<file path="src/rtl/exec_pkg.sv">
// Shared encodings and the result record for the execute pipe.
// result_t is the default-width (XLEN=32, TAGW=5) view of one FIFO entry.
package exec_pkg;
  localparam logic [2:0] ALU_ADD = 3'd0;
  localparam logic [2:0] ALU_SUB = 3'd1;
  localparam logic [2:0] ALU_AND = 3'd2;
  localparam logic [2:0] ALU_OR  = 3'd3;
  localparam logic [2:0] ALU_XOR = 3'd4;
  localparam logic [2:0] ALU_SLL = 3'd5;
  localparam logic [2:0] ALU_SRL = 3'd6;
  localparam logic [2:0] ALU_SRA = 3'd7;

  localparam logic [3:0] CR_LT = 4'b1000;
  localparam logic [3:0] CR_GT = 4'b0100;
  localparam logic [3:0] CR_EQ = 4'b0010;

  localparam int RES_XLEN = 32;
  localparam int RES_TAGW = 5;

  typedef struct packed {
    logic [RES_XLEN-1:0] data;
    logic [3:0]          cr;
    logic [RES_TAGW-1:0] tag;
  } result_t;
endpackage

</file>
<file path="src/rtl/result_fifo.sv">
// Synchronous FIFO with occupancy count; DEPTH need not be a power of two.
module result_fifo #(
  parameter int DEPTH = 4,
  parameter int W     = 8
) (
  input  logic                         clk,
  input  logic                         rst,
  input  logic                         wr_en,
  input  logic [W-1:0]                 wr_data,
  input  logic                         rd_en,
  output logic [W-1:0]                 rd_data,
  output logic [$clog2(DEPTH+1)-1:0]   count
);
  localparam int PW = $clog2(DEPTH);
  localparam int CW = $clog2(DEPTH+1);

  logic [DEPTH-1:0][W-1:0] mem_q, mem_d;
  logic [PW-1:0]           wr_ptr_q, wr_ptr_d, rd_ptr_q, rd_ptr_d;
  logic [CW-1:0]           cnt_q, cnt_d;

  function automatic logic [PW-1:0] inc(input logic [PW-1:0] p);
    return (p == PW'(DEPTH-1)) ? '0 : p + PW'(1);
  endfunction

  always_comb begin
    mem_d    = mem_q;
    wr_ptr_d = wr_ptr_q;
    rd_ptr_d = rd_ptr_q;
    if (wr_en) begin
      mem_d[wr_ptr_q] = wr_data;
      wr_ptr_d        = inc(wr_ptr_q);
    end
    if (rd_en) rd_ptr_d = inc(rd_ptr_q);
    cnt_d = cnt_q + CW'(wr_en) - CW'(rd_en);
  end

  always_ff @(posedge clk or posedge rst) begin
    if (rst) begin
      mem_q    <= '0;
      wr_ptr_q <= '0;
      rd_ptr_q <= '0;
      cnt_q    <= '0;
    end else begin
      mem_q    <= mem_d;
      wr_ptr_q <= wr_ptr_d;
      rd_ptr_q <= rd_ptr_d;
      cnt_q    <= cnt_d;
    end
  end

  assign rd_data = mem_q[rd_ptr_q];
  assign count   = cnt_q;
endmodule

</file>
<file path="src/rtl/execute_pipe.sv">
// Handshaked execute stage: 1-cycle integer ALU plus a fixed-latency external FPU,
// results retired in issue order through a credit-protected FIFO.
module execute_pipe
  import exec_pkg::*;
#(
  parameter int XLEN  = 32,
  parameter int FLAT  = 4,
  parameter int DEPTH = 4,
  parameter int TAGW  = 5
) (
  input  logic            clk,
  input  logic            rst,
  input  logic            in_valid,
  output logic            in_ready,
  input  logic            in_is_float,
  input  logic [3:0]      in_op,
  input  logic [XLEN-1:0] in_a,
  input  logic [XLEN-1:0] in_b,
  input  logic [TAGW-1:0] in_tag,
  output logic            fpu_in_valid,
  output logic [3:0]      fpu_op,
  output logic [XLEN-1:0] fpu_a,
  output logic [XLEN-1:0] fpu_b,
  input  logic [XLEN-1:0] fpu_result,
  input  logic [3:0]      fpu_cr,
  output logic            out_valid,
  input  logic            out_ready,
  output logic [XLEN-1:0] out_data,
  output logic [3:0]      out_cr,
  output logic [TAGW-1:0] out_tag
);
  localparam int SHW = $clog2(XLEN);
  localparam int CW  = $clog2(DEPTH+1);

  typedef struct packed {
    logic [XLEN-1:0] data;
    logic [3:0]      cr;
    logic [TAGW-1:0] tag;
  } entry_t;

  logic                       int_vld_q, int_vld_d;
  entry_t                     int_res_q, int_res_d;
  logic [FLAT-1:0]            fl_vld_q, fl_vld_d;
  logic [FLAT-1:0][TAGW-1:0]  fl_tag_q, fl_tag_d;

  logic [CW-1:0]   fifo_count;
  logic [31:0]     inflight, used;
  logic            accept, wr_en, rd_en;
  logic [XLEN-1:0] alu;
  logic [3:0]      cr;
  entry_t          wr_entry, rd_entry;

  // Credits count everything already committed to land in the FIFO.
  always_comb begin
    inflight = '0;
    for (int i = 0; i < FLAT; i++) inflight = inflight + 32'(fl_vld_q[i]);
    used     = 32'(fifo_count) + inflight + 32'(int_vld_q);
    in_ready = !rst && (used < 32'(DEPTH)) && (in_is_float || inflight == '0);
    accept   = in_valid & in_ready;
  end

  assign fpu_in_valid = accept & in_is_float;
  assign fpu_op       = in_op;
  assign fpu_a        = in_a;
  assign fpu_b        = in_b;

  always_comb begin
    case (in_op[2:0])
      ALU_ADD: alu = in_a + in_b;
      ALU_SUB: alu = in_a - in_b;
      ALU_AND: alu = in_a & in_b;
      ALU_OR:  alu = in_a | in_b;
      ALU_XOR: alu = in_a ^ in_b;
      ALU_SLL: alu = in_a << in_b[SHW-1:0];
      ALU_SRL: alu = in_a >> in_b[SHW-1:0];
      ALU_SRA: alu = $signed(in_a) >>> in_b[SHW-1:0];
      default: alu = '0;
    endcase
    if ($signed(in_a) < $signed(in_b))      cr = CR_LT;
    else if ($signed(in_a) > $signed(in_b)) cr = CR_GT;
    else                                    cr = CR_EQ;
  end

  always_comb begin
    int_vld_d   = accept & !in_is_float;
    int_res_d   = '{data: alu, cr: cr, tag: in_tag};
    fl_vld_d    = '0;
    fl_tag_d    = fl_tag_q;
    fl_vld_d[0] = fpu_in_valid;
    fl_tag_d[0] = in_tag;
    for (int i = 1; i < FLAT; i++) begin
      fl_vld_d[i] = fl_vld_q[i-1];
      fl_tag_d[i] = fl_tag_q[i-1];
    end
  end

  always_ff @(posedge clk or posedge rst) begin
    if (rst) begin
      int_vld_q <= 1'b0;
      int_res_q <= '0;
      fl_vld_q  <= '0;
      fl_tag_q  <= '0;
    end else begin
      int_vld_q <= int_vld_d;
      int_res_q <= int_res_d;
      fl_vld_q  <= fl_vld_d;
      fl_tag_q  <= fl_tag_d;
    end
  end

  // The order rule keeps the integer stage and the FPU tail from landing together.
  always_comb begin
    wr_en    = int_vld_q | fl_vld_q[FLAT-1];
    wr_entry = int_vld_q ? int_res_q
                         : '{data: fpu_result, cr: fpu_cr, tag: fl_tag_q[FLAT-1]};
    rd_en    = out_valid & out_ready;
  end

  result_fifo #(.DEPTH(DEPTH), .W($bits(entry_t))) u_fifo (
    .clk     (clk),
    .rst     (rst),
    .wr_en   (wr_en),
    .wr_data (wr_entry),
    .rd_en   (rd_en),
    .rd_data (rd_entry),
    .count   (fifo_count)
  );

  assign out_valid = (fifo_count != '0);
  assign out_data  = out_valid ? rd_entry.data : '0;
  assign out_cr    = out_valid ? rd_entry.cr   : '0;
  assign out_tag   = out_valid ? rd_entry.tag  : '0;
endmodule

</file>
<file path="config.mk">
export PLATFORM = sky130hd
export DESIGN_NAME = execute_pipe
export DESIGN_NICKNAME = d
export VERILOG_FILES = /design/src/rtl/exec_pkg.sv /design/src/rtl/result_fifo.sv /design/src/rtl/execute_pipe.sv
export SDC_FILE = /design/constraint.sdc
export NUM_CORES = 1
export LEC_CHECK = 0
export ABC_AREA = 1
export CAP_MARGIN = 30
export CORE_MARGIN = 2
export CORE_UTILIZATION = 40
export CTS_CLUSTER_DIAMETER = 40
export CTS_CLUSTER_SIZE = 28
export DETAILED_ROUTE_END_ITERATION = 7
export PLACE_DENSITY_LB_ADDON = 0.1
export SLEW_MARGIN = 20
export SYNTH_ARGS = -nofsm -noshare
export SYNTH_HDL_FRONTEND = slang
export SYNTH_HIERARCHICAL = 1
export SYNTH_SLANG_ARGS = --single-unit
</file>
<file path="constraint.sdc">
create_clock -name clk -period 12.4 [get_ports clk]
set_clock_uncertainty 0.15 [all_clocks]
set_input_delay 2.48 -clock clk [delete_from_list [all_inputs] [get_ports clk]]
set_output_delay 2.48 -clock clk [all_outputs]
set_load 0.05 [all_outputs]
</file>
==> flow_summary.yaml <==
run_status:
  status: "finished clean"
power_and_ir_drop:
  power.net_switching_mw: 2.21
  vdd_drop_max_uv: 249
  power_frac_comb_pct: 56.5
  p_sw_share_pct: 49.2
  power_leakage_nw: 13.4
  p_int_mw: 2.28
  p_per_area_nw_per_um2: 183
  clockPowerShare_pct: 16.7
  seqPwrFrac_pct: 26.8
final_layout:
  drive_gt1_share_pct: 6.27
  area_growth_pct: 11.5
  fin_util_pct: 45.3
  fill_cells: 5874
  antennaDiodeCount: 0
  nNetsFinal: 3800
synth:
  synth_edf_count: 0
  synth_nets: 3761
  ys_seq_area_share_pct: 26.3
  async_flop_share_pct: 100
  synth_top_area_share_pct: 26.3
  syn-cell-area_um2: 22000
  ys_top_cells_by_area: "dfrtp_1, nand2_1, nand3_1"
  synthFlopType: "dfrtp_1"
  ys_types: 48
  synthCells: 3534
  synth_area_leader_cell: "dfrtp_1"
  syn_area_per_cell_um2: 6.23
  synth-seq-cells: 231
  yosys_warnings: 6
clocking:
  postCtsSetupBuffers: 0
  cts-resized-gates: 0
  root_buffer: "clkbuf_16"
  tritoncts: "done"
  ctsHoldBuffers: 0
  cts_buffer_depth: 3
  cts_buffers: 23
  insertion_delay_ns: 0.53
  clkTransAtPathRegs_ns: 0.08
  ctsHtreeMaxLevel: 1
  cts_sinks: 231
worst_setup_path:
  cp_num_buf_inv: 4
  crit_path_cell_trace: "clkdlybuf4s50_1 > inv_2 > buf_4 > o2111a_1 > nand2_1 > nor2_1 > clkdlybuf4s50_1"
  critPathMaxStageDelay_ns: 0.82
  reg2reg_depth: 10
  critPathMostFrequentCell: "clkdlybuf4s50_1"
  crit_family: "buffers and inverters"
  r2r-start: "u_fifo/count[2]$_DFF_PP0_"
  critPathRequiredTime_ns: 9.77
  critical_path_class: "input port to output pin"
  reg2reg_to: "u_fifo/count[2]$_DFF_PP0_"
  worstPathArrival_ns: 4.97
  critPathMaxFanout: 61
  endpoint_kind: "output pin"
  critPathLaunchType: "input port"
  crit_slowest_cell: "clkdlybuf4s50_1"
  worst-r2r-setup-slack_ns: 9.66
global_route:
  grt.overflow.total: 0
  grt_max_degree: 83
  grt_pass1_vias: 21300
  antenna_found_initial: 2
  grtUsageTotal_pct: 29.0
  grt_pass1_wl_um: 127000
sta:
  hold_viol_final: 0
  setup_tns_ns: 0
  rsz0062_at_grt: "no"
  max_freq_mhz: 132
  setup_viol: 0
  slew_viol_final: 0
  worst_slew_pin_slew_ns: 0.813
  min_period_ns: 7.60
  post-route-period-util_pct: 61.3
  relSlewSlack_pct: 45.8
placement:
  portBuffers: 223
  hpwl_um: 63900
  gp_congestion: 0.961
die:
  die_y_um: 239
  die_w_um: 239
  rows: 85
  core_um2: 54100
  die_area_um2: 56900
  ioPinCount: 226
  start_util_pct: 40.6
run:
  maxCapViolCount: 0
drt:
  dr_total_vias: 22700
  antenna_left: 0
  drt_iter0_markers: 2096
  wire_per_inst_um: 19.4
  drt_first_pass_iters: 6
  viasPerCell: 5.29
  routed_wl_um: 83300
  drcViolationCount: 0
worst_hold_path:
  whs_path_depth: 0
  hp-start: "fl_tag_d[19]$_DFF_PP0_"
  hold_class: "flip-flop to flip-flop"
  min_to: "fl_tag_q[19]$_DFF_PP0_"
worst max path at each step:
stage | endpoint | from | slack, ns | cells past startpoint
5_1_grt | fpu_in_valid | rst | 4.53 | 7
6_report | fpu_in_valid | rst | 4.80 | 7
3_5_place_dp | fpu_in_valid | rst | 4.73 | 7
3_3_place_gp | fpu_in_valid | rst | 4.73 | 7
2_1_floorplan | fpu_in_valid | rst | 4.51 | 4
4_1_cts | fpu_in_valid | rst | 4.71 | 7
registers in the layout, indices dropped and copies added (netlist names):
signal           count
u_fifo/wr_ptr_q      2
u_fifo/rd_ptr_q      2
u_fifo/mem_q       164
int_vld_q            1
fl_vld_q             4
int_res_q           35
fl_tag_d            15
fl_tag_q             5
u_fifo/count         3
area by class of cell:
class	instances	area (um2)	share of cell area, %
Multi-Input combinational cell	2497	12400	50.7
Tap cell	696	871	3.55
Timing Repair Buffer	252	2480	10.1
Sequential cell	231	5780	23.6
Clock buffer	23	576	2.35
Inverter	568	2140	8.72
Clock inverter	18	250	1.02
per-layer routing:
| layer | part of all wire (%) | track usage [%] |
|---|---|---|
| met2 | 47 | 49.2 |
| met5 | 0.012 | 0 |
| met3 | 5.2 | 1.81 |
| met1 | 42 | 37.5 |
| met4 | 5.6 | 14.2 |
layout by cell type, fill, tap and decap left out, types with 8 or more instances in the layout:
master / n
nand2_1: 1182
inv_1: 555
nand3_1: 516
dfrtp_1: 230
clkdlybuf4s50_1: 220
nor2_1: 203
o21ai_2: 111
ha_1: 109
a21oi_1: 86
o21ai_0: 63
o21ai_1: 57
nand4_1: 29
buf_4: 25
clkbuf_16: 23
nor3_1: 19
o22ai_1: 15
o211ai_1: 14
inv_2: 10
o21bai_1: 10
nor2_2: 9
a221oi_1: 9
and2_1: 8
stage by stage:
step / std cells / hold slack (ns) / power, mW / instance area, um2 / setup slack, ns
after global placement: 4240 / 0.183 / 3.72 / 23600 / 4.73
after floorplan: 3534 / 0.181 / 3.07 / 22000 / 4.51
final: 4285 / 0.199 / 4.50 / 24500 / 4.80
after CTS: 4285 / 0.195 / 4.54 / 24500 / 4.71
after global routing: 4285 / 0.204 / 4.85 / 24500 / 4.53
after detailed placement: 4244 / 0.185 / 3.77 / 23700 / 4.73
synthesized netlist by cell type (51+ instances only):
cell and count:
a21oi_1 86, buf_6 51, nand2_1 1182, inv_1 559
nand3_1 516, dfrtp_1 231, buf_4 80, o21ai_1 57
o21ai_2 111, buf_2 64, ha_1 109, o21ai_0 63
nor2_1 203
power by group through the flow:
stage                     clock network, mW  logic, mW  registers (mW)
after floorplan                           0       1.90            1.18
after global routing                  0.803       2.80            1.25
after global placement                    0       2.51            1.21
final                                 0.751       2.54            1.21
after CTS                             0.774       2.56            1.21
after detailed placement                  0       2.55            1.22
logic make-up (layout without fill, tap and decap cells):
kind of cell | count (synthesis) | in the layout | share of synthesized area [%]
adders and majority gates | 113 | 113 | 6.56
buffers and inverters | 806 | 861 | 17.2
xor gates and xnor gates | 7 | 7 | 0.279
DFF | 231 | 231 | 26.3
and+or+nand+nor | 1995 | 1995 | 38.3
AOI/OAI and AO/OA | 382 | 382 | 11.3
(Power assumes the default switching activity.)
